File: config.mk
export PLATFORM = sky130hd
export DESIGN_NAME = tx_pcs_sequencer
export DESIGN_NICKNAME = d
export VERILOG_FILES = /design/src/rtl/pcs_ctrl_pkg.sv /design/src/rtl/gearbox_seq_counter.sv /design/src/rtl/tx_pcs_sequencer.sv
export SDC_FILE = /design/constraint.sdc
export NUM_CORES = 1
export LEC_CHECK = 0
export BUFFER_PORTS_ARGS = -buffer_cell sky130_fd_sc_hd__buf_4
export CAP_MARGIN = 10
export CELL_PAD_IN_SITES_DETAIL_PLACEMENT = 1
export CELL_PAD_IN_SITES_GLOBAL_PLACEMENT = 1
export CORE_MARGIN = 3
export CORE_UTILIZATION = 36
export DETAILED_ROUTE_END_ITERATION = 10
export PLACE_DENSITY = 0.79
export SLEW_MARGIN = 25
export SYNTH_ARGS = -nofsm -noshare
export SYNTH_HDL_FRONTEND = slang
export SYNTH_SLANG_ARGS = --single-unit
File: constraint.sdc
create_clock -name i_txc -period 2.2 [get_ports i_txc]
set_input_delay 0.33 -clock i_txc [delete_from_list [all_inputs] [get_ports i_txc]]
set_output_delay 0.33 -clock i_txc [all_outputs]
set_load 0.02 [all_outputs]
File: src/rtl/pcs_ctrl_pkg.sv
// Shared types and defaults for the PCS transmit/receive control blocks.
package pcs_ctrl_pkg;

  typedef enum logic [1:0] {
    WAIT_XCVR = 2'd0,
    SCR_INIT  = 2'd1,
    RUN       = 2'd2
  } tx_seq_state_t;

  localparam int PCS_PAUSE_PERIOD = 33;
  localparam int PCS_INIT_WAIT    = 16;
  localparam int GEARBOX_SEQ_W    = 6;

endpackage

File: src/rtl/gearbox_seq_counter.sv
// Gearbox sequence counter: walks 0..PAUSE_PERIOD-1 while enabled and flags
// the last index of each sequence as a registered pause. Shared with RX.
module gearbox_seq_counter
  import pcs_ctrl_pkg::*;
#(
  parameter int PAUSE_PERIOD = PCS_PAUSE_PERIOD
) (
  input  logic                     clk,
  input  logic                     reset,
  input  logic                     enable,
  input  logic                     clear,
  output logic [GEARBOX_SEQ_W-1:0] seq,
  output logic                     pause
);

  localparam logic [GEARBOX_SEQ_W-1:0] SEQ_LAST = GEARBOX_SEQ_W'(PAUSE_PERIOD - 1);

  logic [GEARBOX_SEQ_W-1:0] seq_q, seq_d;
  logic                     pause_q, pause_d;

  // Next index with wrap; pause is the compare of the next index so it lines
  // up with the index it describes.
  always_comb begin
    seq_d   = seq_q;
    pause_d = pause_q;
    if (clear) begin
      seq_d   = '0;
      pause_d = 1'b0;
    end else if (enable) begin
      seq_d   = (seq_q == SEQ_LAST) ? '0 : seq_q + GEARBOX_SEQ_W'(1);
      pause_d = (seq_d == SEQ_LAST);
    end
  end

  // Sequence and pause registers.
  always_ff @(posedge clk or posedge reset) begin
    if (reset) begin
      seq_q   <= '0;
      pause_q <= 1'b0;
    end else begin
      seq_q   <= seq_d;
      pause_q <= pause_d;
    end
  end

  assign seq   = seq_q;
  assign pause = pause_q;

endmodule

File: src/rtl/tx_pcs_sequencer.sv
// 10G PCS transmit sequencer: start-up after transceiver ready, scrambler
// init window, then periodic gearbox pause and MAC ready in run mode.
// Optional pause statistics counter: define TX_PCS_PAUSE_STATS_EN.
//
// state     | meaning
// WAIT_XCVR | waiting for transceiver ready with no fault
// SCR_INIT  | encoder emitting idles, scrambler held in init for INIT_WAIT cycles
// RUN       | datapath live, gearbox pause once per PAUSE_PERIOD cycles
module tx_pcs_sequencer
  import pcs_ctrl_pkg::*;
#(
  parameter int PAUSE_PERIOD = PCS_PAUSE_PERIOD,
  parameter int INIT_WAIT    = PCS_INIT_WAIT
) (
  input  logic                     i_txc,
  input  logic                     i_reset,
  input  logic                     i_init_done,
  input  logic                     i_xcvr_fault,
  output logic                     o_encoder_init_done,
  output logic                     o_scrambler_init_done,
  output logic                     o_tx_pause,
  output logic                     o_mac_ready,
  output logic [GEARBOX_SEQ_W-1:0] o_gearbox_seq,
  output logic [1:0]               o_state,
  output logic [31:0]              o_pause_count
);

  localparam logic [7:0] INIT_LAST = 8'(INIT_WAIT - 1);

  tx_seq_state_t state_q, state_d;
  logic [7:0]    init_cnt_q, init_cnt_d;
  logic          enc_q, enc_d;
  logic          scr_q, scr_d;
  logic          link_ok;
  logic          seq_en;
  logic          pause;

  assign link_ok = i_init_done & ~i_xcvr_fault;

  // Next-state and registered-output decode; a lost link wins over everything.
  always_comb begin
    state_d    = state_q;
    init_cnt_d = init_cnt_q;
    enc_d      = enc_q;
    scr_d      = scr_q;
    if (!link_ok) begin
      state_d    = WAIT_XCVR;
      init_cnt_d = '0;
      enc_d      = 1'b0;
      scr_d      = 1'b0;
    end else begin
      case (state_q)
        WAIT_XCVR: begin
          state_d    = SCR_INIT;
          enc_d      = 1'b1;
          init_cnt_d = '0;
        end
        SCR_INIT: begin
          init_cnt_d = init_cnt_q + 8'd1;
          if (init_cnt_q == INIT_LAST) begin
            state_d = RUN;
            scr_d   = 1'b1;
          end
        end
        RUN: begin
          state_d = RUN;
        end
        default: begin
          state_d    = WAIT_XCVR;
          init_cnt_d = '0;
          enc_d      = 1'b0;
          scr_d      = 1'b0;
        end
      endcase
    end
  end

  // FSM state, init counter and init-done flags.
  always_ff @(posedge i_txc or posedge i_reset) begin
    if (i_reset) begin
      state_q    <= WAIT_XCVR;
      init_cnt_q <= '0;
      enc_q      <= 1'b0;
      scr_q      <= 1'b0;
    end else begin
      state_q    <= state_d;
      init_cnt_q <= init_cnt_d;
      enc_q      <= enc_d;
      scr_q      <= scr_d;
    end
  end

  // Sequence only advances while staying in RUN; entering or leaving RUN
  // restarts it at zero.
  assign seq_en = (state_q == RUN) && (state_d == RUN);

  gearbox_seq_counter #(
    .PAUSE_PERIOD(PAUSE_PERIOD)
  ) u_seq (
    .clk   (i_txc),
    .reset (i_reset),
    .enable(seq_en),
    .clear (~seq_en),
    .seq   (o_gearbox_seq),
    .pause (pause)
  );

  assign o_encoder_init_done   = enc_q;
  assign o_scrambler_init_done = scr_q;
  assign o_tx_pause            = pause;
  assign o_state               = state_q;
  assign o_mac_ready           = (state_q == RUN) & ~pause;

`ifdef TX_PCS_PAUSE_STATS_EN
  logic [31:0] pause_cnt_q;

  // Counts pause cycles; survives aborts, cleared only by reset.
  always_ff @(posedge i_txc or posedge i_reset) begin
    if (i_reset) begin
      pause_cnt_q <= '0;
    end else if (pause) begin
      pause_cnt_q <= pause_cnt_q + 32'd1;
    end
  end

  assign o_pause_count = pause_cnt_q;
`else
  assign o_pause_count = '0;
`endif

endmodule

== Word-level counts from Yosys, hierarchy flattened ==
Index checks and enable logic that the tools add are counted.

* Bits in registers: 19
* Input port bits: 4
* Output and inout bits: 44
* Word-level logic and storage cells: 40

* Add/subtract/negate cells: 2
* Equal/unequal tests: 10
* Mux-type cells: 13
* Bitwise logic cells: 4
* Reduce and logical (&&, ||, !) cells: 5

{| class="wikitable"
|+ Operators by type and width
! cell !! number
|-
| case mux 8 bit (2 select lines) || 1
|-
| == test 6 bit (second input constant) || 2
|-
| 2-to-1 mux 6 bit || 2
|-
| adder 8 x 1 -> 8 bit (second input constant) || 1
|-
| == test 8 x 4 -> 1 bit (second input constant) || 1
|-
| 2-to-1 mux 8 bit || 1
|-
| adder 6 x 1 -> 6 bit (second input constant) || 1
|-
| != test 2 bit (second input constant) || 3
|-
| case mux 2 bit (3 select lines) || 1
|-
| == test 2 bit (second input constant) || 2
|-
| 2-to-1 mux 1 bit || 4
|-
| 2-to-1 mux 2 bit || 2
|-
| case mux 1 bit (2 select lines) || 2
|-
| OR reduction 2 bit || 2
|-
| != test 3 bit (second input constant) || 1
|-
| AND 1 bit || 2
|-
| == test 2 x 1 -> 1 bit (second input constant) || 1
|-
| logical NOT 2 bit || 1
|-
| NOT 1 bit || 2
|-
| AND reduction 2 bit || 1
|-
| logical AND 1 bit || 1
|}

== Logic depth before layout (Yosys ltp) ==
Gate-level depths: netlist (run 1).

* Depth after elaboration: 7
* Mapped depth: 7
* Depth with buffers taken out: 6

== Hierarchy ==
Synthesis (run 1) repeated with hierarchy kept, for this count alone.

* Cell total of the unflattened synthesis: 164
* Area, all modules: 1462.7 sq um

{| class="wikitable"
|+ By module, submodules not included
! module !! instances !! cells each !! area each (sq um) !! sequential area each (sq um)
|-
| tx_pcs_sequencer || 1 || 114 || 1006.0 || 300.3
|-
| gearbox_seq_counter || 1 || 50 || 456.7 || 175.2
|}

== Worst setup path after synthesis (run 1) ==
Ideal clock, no wire load.

* Path type: register to register
* Start: reg state_q[1], in the netlist o_state[1]
* End: reg u_seq.seq_q[0], in the netlist u_seq.seq[0]
* Library setup time: 0.096 ns
* Arrival time: 2.035 ns
* Required time: 2.104 ns
* Path slack: 0.069 ns
* Stages on the path, launching flop included: 8
* Path buffers: 1
* Clock period less this slack: 2.131 ns
* Cells stage by stage: dfrtp_1 > inv_1 > ha_1 > inv_2 > o31a_1 > or4_1 > buf_2 > a311oi_2

* Word-level cells in the longest chain between the ends: 6
* Elaborated cells on any way between the ends: 9
* Those cells by class: eq/ne (3); mux (4); reduce/logical (2)

{| class="wikitable"
|+ Ends and longest elaborated chain
! what !! RTL line !! RTL
|-
| start, declared || tx_pcs_sequencer.sv:30 || <nowiki>tx_seq_state_t state_q, state_d;</nowiki>
|-
| start signal, assigned || tx_pcs_sequencer.sv:86 || <nowiki>state_q <= state_d;</nowiki>
|-
| == test 2 bit, or another cell as far along || tx_pcs_sequencer.sv:52, tx_pcs_sequencer.sv:95 ||
|-
| case mux 2 bit (3 select lines) || tx_pcs_sequencer.sv:52 || <nowiki>case (state_q)</nowiki>
|-
| 2-to-1 mux 2 bit || tx_pcs_sequencer.sv:46 || <nowiki>if (!link_ok) begin</nowiki>
|-
| == test 2 bit || tx_pcs_sequencer.sv:95 || <nowiki>assign seq_en = (state_q == RUN) && (state_d == RUN);</nowiki>
|-
| logical AND 1 bit (*) || tx_pcs_sequencer.sv:95 ||
|-
| 2-to-1 mux 6 bit (*) || gearbox_seq_counter.sv:26 || <nowiki>if (clear) begin</nowiki>
|-
| via u_seq.seq_d[0] || gearbox_seq_counter.sv:18 || <nowiki>logic [GEARBOX_SEQ_W-1:0] seq_q, seq_d;</nowiki>
|-
| end signal, assigned || gearbox_seq_counter.sv:41 || <nowiki>seq_q <= seq_d;</nowiki>
|-
| end, declared || gearbox_seq_counter.sv:18 ||
|}

The timed path passes the listed nets; every way through them passes the cells marked *.
A chain may end at the register's enable or synchronous reset.

== Final worst setup path (run 1) ==
Ends and elaborated chain as after synthesis.

==> impl_metrics.toml, run 1 <==
[clock_network]
cts_buffer_depth = 2
h-tree-depth = 1
clkTransAtPathRegs_ns = 0.07
cts_sinks = 19
cts_setup_buffers = 0
cts_tree = "yes"
ctsHoldBuffers = 0
postCtsResizedCells = 0
clk_latency_ns = 0.26
root_buffer = "clkbuf_8"
cts_buffers = 3

[yosys]
synth_ff_type = "dfrtp_1"
yosys.cell_types.count = 39
synth_cells = 156
synth_warnings = 0
synth_top_area_cell = "dfrtp_1"
synth-seq-cells = 19
yosysMostFrequentCell = "buf_4"
avgSynthCellArea_um2 = 8.70
yosys.area.top_type_share_pct = 35.0
syn_area_um2 = 1360
synth_edf_count = 0
yosysSeqAreaShare_pct = 35.0
ys_async_sr_fraction_pct = 100
synth_common_cells = "32 x buf_4, 19 x dfrtp_1, 16 x nor2_1"
synthTopCellsByArea = "dfrtp_1 35%, buf_4 18%, ha_1 6.5%"

[route]
drt-total-wl_mm = 3.09
route.detailed.drc = 0
first_pass_iters = 4
avgViaCountPerCell = 4.86
drt_iter0_drc = 14
antenna_left = 0
vias = 1055
drt-wirelength-per-cell_um = 14.3

[power_and_ir_drop]
powerDensity_nw_per_um2 = 477
pwr-share-comb_pct = 13.5
power_w = 0.000694
pwr-share-seq_pct = 51.1
p_leak_nw = 0.685
p_clk_share_pct = 35.4
p_int_w = 0.000496
swShare_pct = 28.4
power.switching_w = 0.000197
vdd_drop_max_v = 0.000161

[grt]
grt_max_degree = 20
grt_pass1_vias = 1095
grt_use_total_pct = 14.8
grt_pass1_wl_mm = 5.14
antenna_found_initial = 0
grt-ovfl-total = 0

[place]
dp_hpwl_mm = 2.47
port_buffers = 15
gp_congestion = 0.848

[setup_path]
critPathCaptureType = "flip-flop"
critical_path_class = "flip-flop to flip-flop"
critPathLaunch = "o_state[1]"
worstPathMaxFanout = 6
r2r-start = "o_state[1]"
worstPathRequired_ns = 2.37
startpoint_type = "flip-flop"
cp.arrival_ns = 2.20

[floorplan]
start_util_pct = 38.8
dieArea_um2 = 4540
io-pin-count = 48
die_w_um = 67.4
die_y_um = 67.4
coreArea_um2 = 3490
rows = 21

[final_layout]
synthToLayoutAreaGrowth_pct = 7.19
nFillCells = 432
multi_input_area_um2 = 708
finish.net_count = 183
antenna_cells = 0
final_util_pct = 41.6
ff_latch_area_um2 = 475
drive_gt1_share_pct = 15.8

[timing]
relSlewSlack_pct = 51.2
fin_skew_ns = 0.00471
fmax_ghz = 0.492
holdWs_ns = 0.197
setup_violations = 0
period_share_pct = 92.4
rsz0062_at_grt = "no"
timing.setup.tns_ns = 0
finalHoldViolations = 0
worst_slew_pin_slew_ns = 0.731
slew_violations = 0
min_period_ns = 2.03

[hold_path]
hold_path.class = "input port to async pin"

[status]
outcome = "completed"

[flow_run]
max_cap_violations = 0
-- placed cells by master (no fill, tap or decap), types with 4 or more instances in the layout --
master   Yosys  final
nor2_1      16     16
dfrtp_1     19     19
ha_1         7      6
inv_1        8      8
nor3_1       6      6
a21oi_1      8      8
nand3_1      7      7
conb_1       1     32
o21ai_0      4      4
buf_4       32     18
nand2_1      5      5
-- area by class of cell --
class                   count  share of cell area (%)
multi-input cells         121                    48.7
flip-flops and latches     19                    32.7
repair buffers             18                    9.29
well taps                  46                    3.96
clock buffers               4                    3.10
inverters                   9                    2.32
-- per-stage QoR --
step                setup WS [ns]  instance area, um2  std cells
floorplan                  0.0692                1470        187
global placement            0.152                1400        213
detailed placement         0.0543                1400        213
CTS                        0.0334                1450        217
global route               0.0527                1460        217
finish                      0.168                1460        217
-- flip-flops by register name, indices dropped and copies added, names as in the netlist --
| signal | count |
|---|---|
| init_cnt_q | 8 |
| u_seq.seq | 6 |
| o_state | 2 |
| o_encoder_init_done | 1 |
| o_scrambler_init_done | 1 |
| u_seq.pause | 1 |
-- cells by family (layout without fill, tap and decap cells) --
| family | count (synthesis) | in the layout | synth area share [%] |
|---|---|---|---|
| AND/OR/NAND/NOR | 50 | 50 | 19.1 |
| adder cells (fa/ha/maj) | 7 | 7 | 6.45 |
| flip-flops | 19 | 19 | 35.0 |
| multiplexers | 2 | 2 | 1.47 |
| XOR/XNOR | 5 | 5 | 3.23 |
| AO/OA/AOI/OAI | 25 | 25 | 12.5 |
| buffers and inverters | 47 | 31 | 21.9 |
| other | 1 | 32 | 0.276 |
-- power groups by stage --
stage                     clock network (W)  logic (W)  registers (W)
after floorplan                           0   0.000115       0.000363
after global placement                    0  0.0000900       0.000361
after detailed placement                  0  0.0000912       0.000361
after CTS                          0.000257  0.0000917       0.000354
after global routing               0.000269   0.000104       0.000355
final                              0.000246  0.0000935       0.000355
-- critical path, stage by stage, from the launching register on --
cell	delay, ns
dfrtp_1	0.38
inv_1	0.12
ha_2	0.25
inv_2	0.07
o31a_1	0.31
or4_4	0.57
a311oi_2	0.25
-- path summary, 6_finish.rpt --
path / slack [ns] / cells after the start / endpoint
setup reg to reg: 0.17 / 6 / u_seq.seq[0]
hold reg to reg: 0.54 / 2 / o_encoder_init_done
max in group asynchronous: 1.54 / 2 / u_seq.seq[2]
setup / recovery: 0.17 / 6 / u_seq.seq[0]
hold / removal: 0.20 / 2 / u_seq.seq[0]
min in group i_txc: 0.54 / 4 / init_cnt_q[3]
-- layer usage --
metal | share of wire (%) | global-route usage [%]
met2 | 54 | 26.4
met4 | 1.7 | 5.32
met1 | 41 | 17.8
met5 | 0 | 0
met3 | 3.4 | 2.50
No activity file was read; power rests on OpenSTA's default activity.
==> run 2: changes to the inputs <==
--- a/config.mk
+++ b/config.mk
@@ -5,14 +5,16 @@
 export SDC_FILE = /design/constraint.sdc
 export NUM_CORES = 1
 export LEC_CHECK = 0
-export BUFFER_PORTS_ARGS = -buffer_cell sky130_fd_sc_hd__buf_4
 export CAP_MARGIN = 10
 export CELL_PAD_IN_SITES_DETAIL_PLACEMENT = 1
 export CELL_PAD_IN_SITES_GLOBAL_PLACEMENT = 1
 export CORE_MARGIN = 3
-export CORE_UTILIZATION = 36
+export CORE_UTILIZATION = 45
 export DETAILED_ROUTE_END_ITERATION = 10
-export PLACE_DENSITY = 0.79
+export DONT_BUFFER_PORTS = 1
+export GPL_TIMING_DRIVEN = 0
+export PLACE_DENSITY = 0.78
+export SKIP_CTS_REPAIR_TIMING = 1
 export SLEW_MARGIN = 25
 export SYNTH_ARGS = -nofsm -noshare
 export SYNTH_HDL_FRONTEND = slang
==> run 2 against run 1 <==
Cell count grew 3.2%; count of clock-buffer cells in the layout is the same; critical endpoint unchanged; flip-flop and latch count unchanged; global-route usage grew 4.4 points.
==> impl_metrics.toml, run 2 (same netlist as run 1, synthesis figures left out) <==
[timing]
finalHoldViolations = 0
rsz0062_at_grt = "no"
min_period_ns = 2.12
period_share_pct = 96.6
finalWorstSetupSlack_ns = 0.0759
timing.setup.tns_ns = 0
slew_violations = 0
setup_violations = 0
fin_skew_ns = 0.00530
fmax_ghz = 0.471
holdWs_ns = 0.0207
relSlewSlack_pct = 51.0
worst_slew_pin_slew_ns = 0.734

[grt]
grt_max_degree = 20
grt-busiest-layer = "met2"
use_met2_pct = 33.4
grt_pass1_vias = 1169
grt-ovfl-total = 0
met1_usage_pct = 23.6
antenna_found_initial = 0
gr-usage-met3_pct = 5.74
grt_use_total_pct = 19.2
grt_pass1_wl_mm = 5.33

[route]
drt-wirelength-per-cell_um = 15.4
drt-total-wl_mm = 3.44
avgViaCountPerCell = 5.12
drt_iter0_drc = 44
vias = 1146
antenna_left = 0
first_pass_iters = 4
route.detailed.drc = 0

[power_and_ir_drop]
p_clk_share_pct = 27.3
power_w = 0.000680
powerDensity_nw_per_um2 = 427
vdd_drop_max_v = 0.000323
pwr-share-comb_pct = 19.9
p_leak_nw = 0.777
power.switching_w = 0.000206
p_int_w = 0.000473
pwr-share-seq_pct = 52.8
swShare_pct = 30.3

[place]
port_buffers = 0
dp_hpwl_mm = 2.61
gp_congestion = 0.815
pre_cts_ws_ns = -0.197

[clock_network]
cts_sinks = 19
h-tree-depth = 1
clkTransAtPathRegs_ns = 0.11
cts_tree = "yes"
cts_buffers = 3
root_buffer = "clkbuf_4"
cts_buffer_depth = 2
clk_latency_ns = 0.30

[final_layout]
finish.net_count = 205
antenna_cells = 0
final_cell_mix = "34 x buf_4, 32 x conb_1, 17 x dfrtp_1"
synthToLayoutAreaGrowth_pct = 17.2
final_util_pct = 56.7
nFillCells = 340
ff_latch_area_um2 = 478
top_register = "init_cnt_q"
multi_input_area_um2 = 734
mostFrequentLayoutCell = "buf_4"
drive_gt1_share_pct = 26.4
largest_reg_flops = 8

[floorplan]
io-pin-count = 48
dieArea_um2 = 3710
coreArea_um2 = 2810
die_y_um = 60.9
rows = 19
die_w_um = 60.9
start_util_pct = 48.4

[flow_run]
max_cap_violations = 0

[status]
outcome = "completed"

[hold_path]
hold_path.class = "input port to async pin"

[setup_path]
cp.arrival_ns = 2.33
critPathSlowestCell = "dfrtp_2"
cp_num_buf_inv = 3
startpoint_type = "flip-flop"
worstPathMaxFanout = 7
crit_top_cell = "inv_2"
path_cells = "inv_2 > ha_4 > inv_2 > o31a_1 > or4_1 > buf_2 > a311oi_2"
cp_top_family = "flip-flops"
critPathCaptureType = "flip-flop"
critical_path_class = "flip-flop to flip-flop"
worstPathRequired_ns = 2.41
slowest_delay_ns = 0.52
==> run 2: cell count changes in the layout (fill, tap and decap cells not counted), sizes merged <==
| cell | delta |
|---|---|
| clkbuf | +5 |
| buf | +17 |
==> run 2: per-layer routing <==
metal  up-vias  share of wire, %
met3         4               5.1
met4         0              0.67
met1       561                43
met5         -                 0
li1        544                 -
met2        37                52
==> run 2: metrics by stage <==
step / instances / instance area [um2]
after floorplan: 187 / 1470
after global placement: 218 / 1510
after detailed placement: 218 / 1510
after CTS: 222 / 1540
after global routing: 224 / 1590
final: 224 / 1590
==> run 2: final cells by class <==
cell class,instances,share of cell area [%]
inverters,9,2.12
plain buffers,38,16.7
flip-flops and latches,19,30.0
well taps,31,2.44
repair buffers,2,0.943
clock buffers,4,1.65
multi-input cells,121,46.1
==> run 2: worst paths after layout <==
check,from,to,slack [ns],cells past startpoint
max in group asynchronous,i_reset,o_state[0],1.67,1
min in group i_txc,i_xcvr_fault,init_cnt_q[5],0.33,3
min,i_reset,init_cnt_q[6],0.02,1
min reg2reg,init_cnt_q[7],init_cnt_q[7],0.61,2
max reg2reg,o_state[1],u_seq.seq[0],0.08,7
max,o_state[1],u_seq.seq[0],0.08,7
==> run 2: power groups by stage <==
| stage | combinational (W) | clock (W) | sequential (W) |
|---|---|---|---|
| 6_report | 0.000135 | 0.000186 | 0.000359 |
| 5_1_grt | 0.000148 | 0.000205 | 0.000359 |
| 4_1_cts | 0.000125 | 0.000192 | 0.000358 |
| 3_5_place_dp | 0.000124 | 0 | 0.000364 |
| 3_3_place_gp | 0.000122 | 0 | 0.000364 |
| 2_1_floorplan | 0.000115 | 0 | 0.000363 |
==> run 3: changes to the inputs <==
--- a/config.mk
+++ b/config.mk
@@ -5,16 +5,18 @@
 export SDC_FILE = /design/constraint.sdc
 export NUM_CORES = 1
 export LEC_CHECK = 0
+export BUFFER_PORTS_ARGS = -buffer_cell sky130_fd_sc_hd__buf_4
 export CAP_MARGIN = 10
 export CELL_PAD_IN_SITES_DETAIL_PLACEMENT = 1
 export CELL_PAD_IN_SITES_GLOBAL_PLACEMENT = 1
 export CORE_MARGIN = 3
-export CORE_UTILIZATION = 45
+export CORE_UTILIZATION = 37
+export CTS_BUF_LIST = sky130_fd_sc_hd__clkbuf_4 sky130_fd_sc_hd__clkbuf_8
 export DETAILED_ROUTE_END_ITERATION = 10
-export DONT_BUFFER_PORTS = 1
 export GPL_TIMING_DRIVEN = 0
-export PLACE_DENSITY = 0.78
+export PLACE_DENSITY = 0.81
 export SKIP_CTS_REPAIR_TIMING = 1
+export SKIP_LAST_GASP = 1
 export SLEW_MARGIN = 25
 export SYNTH_ARGS = -nofsm -noshare
 export SYNTH_HDL_FRONTEND = slang
==> run 3 against run 2 <==
Clock skew is 0.0016 ns higher; cell count is 13% higher; sequential share of layout area is 2.1 points lower; final area is 7.2% higher; core utilization is 7.2 points lower; register-to-register slack worse by 0.07 ns; clock power is 37% higher; count of clock-buffer cells in the layout is 1 lower; combinational power is 3% higher; worst hold slack better by 0.18 ns; highest routed layer unchanged.
==> impl_metrics.toml, run 3 (same netlist as run 1, synthesis figures left out) <==
[setup_path]
startpoint_type = "flip-flop"
crit_top_cell = "inv_2"
worstPathMaxFanout = 7
critPathCaptureType = "flip-flop"
cp.arrival_ns = 2.35
critical_path_class = "flip-flop to flip-flop"
cp_top_family = "compound AO/OA/AOI/OAI gates"
cp_num_buf_inv = 3
worstPathRequired_ns = 2.36
path_cells = "inv_2 > ha_4 > inv_2 > o31a_1 > or4_1 > buf_2 > a311oi_2"
slowest_delay_ns = 0.49
critPathSlowestCell = "or4_1"

[route]
first_pass_iters = 4
drt-total-wl_mm = 3.24
drt-wirelength-per-cell_um = 12.9
vias = 1187
drt_iter0_drc = 19
antenna_left = 0
avgViaCountPerCell = 4.71
route.detailed.drc = 0

[status]
outcome = "completed"

[place]
dpl_cell_area_um2 = 1640
pre_cts_ws_ns = -0.114
port_buffers = 15
dpl.cell_count = 248
gp_congestion = 0.814
dp_hpwl_mm = 2.56

[clock_network]
cts_sinks = 19
h-tree-depth = 1
cts_buffers = 3
clk_latency_ns = 0.26
cts_tree = "yes"
root_buffer = "clkbuf_8"
cts_buffer_depth = 2
clkTransAtPathRegs_ns = 0.08

[grt]
grt-ovfl-total = 0
grt_pass1_vias = 1179
use_met2_pct = 26.4
antenna_found_initial = 0
grt-busiest-layer = "met2"
met1_usage_pct = 18.4
gr-usage-met3_pct = 2.19
grt_use_total_pct = 15.3
grt_max_degree = 20
grt_pass1_wl_mm = 5.24

[power_and_ir_drop]
powerDensity_nw_per_um2 = 438
vdd_drop_max_v = 0.000221
p_leak_nw = 0.858

[timing]
timing.setup.tns_ns = 0
worst_slew_pin_slew_ns = 0.758
finalHoldViolations = 0
slew_violations = 0
holdWs_ns = 0.200
min_period_ns = 2.19
setup_violations = 0
rsz0062_at_grt = "yes"
period_share_pct = 99.6
finalWorstSetupSlack_ns = 0.00935
fin_skew_ns = 0.00691
fmax_ghz = 0.456
relSlewSlack_pct = 49.4

[floorplan]
dieArea_um2 = 4430
die_y_um = 66.6
die_w_um = 66.6
io-pin-count = 48
start_util_pct = 39.4
coreArea_um2 = 3440
rows = 21

[final_layout]
drive_gt1_share_pct = 29.1
layoutNonFillerInstCount = 252
nFillCells = 430
top_register = "init_cnt_q"
largest_reg_flops = 8
synthToLayoutAreaGrowth_pct = 25.7
antenna_cells = 0
finish.net_count = 218
multi_input_area_um2 = 714
mostFrequentLayoutCell = "buf_4"
ff_latch_area_um2 = 477
final_cell_mix = "47 x buf_4, 32 x conb_1, 18 x dfrtp_1"
final_area_um2 = 1710

[flow_run]
max_cap_violations = 0

[hold_path]
hold_path.class = "input port to async pin"
## run 3: final timing paths
path                                startpoint                   to  slack (ns)  cells past startpoint
setup / recovery                    o_state[1]         u_seq.seq[0]       0.009                      7
hold / removal                         i_reset        init_cnt_q[4]        0.20                      2
setup reg to reg                    o_state[1]         u_seq.seq[0]       0.009                      7
hold reg to reg            o_encoder_init_done  o_encoder_init_done        0.55                      2
max in group asynchronous              i_reset           o_state[0]        1.48                      2
min in group i_txc                i_xcvr_fault        init_cnt_q[7]        0.48                      4
## run 3: layout make-up
class	count	area share, %
plain buffers	38	15.5
multi-input cells	121	41.9
inverters	9	1.98
well taps	46	3.37
clock buffers	3	2.42
repair buffers	15	6.60
flip-flops and latches	19	27.9
clock inverters	1	0.293
## run 3: stage by stage
| step | utilization (%) | power [W] |
|---|---|---|
| floorplan | - | 0.000479 |
| global placement | 47.8 | 0.000493 |
| detailed placement | 47.8 | 0.000495 |
| CTS | 49.1 | 0.000743 |
| global route | 49.6 | 0.000775 |
| finish | 49.6 | 0.000748 |
## run 3: worst reg2reg max path, delay by kind of cell (launching register included)
family / cells / cell delay [ns]
buffers and inverters: 3 / 0.38
AND/OR/NAND/NOR: 1 / 0.49
AO/OA/AOI/OAI: 2 / 0.57
flip-flops: 1 / 0.46
adder cells (fa/ha/maj): 1 / 0.18
## run 3: report_power, final
group | leakage, nW | internal, W | total [W] | switching [W]
clock | 0.0255 | 0.000126 | 0.000254 | 0.000128
sequential | 0.262 | 0.000352 | 0.000355 | 0.00000333
combinational | 0.570 | 0.0000538 | 0.000139 | 0.0000854
total | 0.858 | 0.000532 | 0.000748 | 0.000217
## run 3: per-layer routing
metal | up-vias | wire (um) | part of all wire [%]
met5 | - | 0 | 0
met4 | 0 | 77 | 2.4
met3 | 6 | 175 | 5.4
met2 | 42 | 1530 | 47
met1 | 565 | 1460 | 45
li1 | 574 | - | -
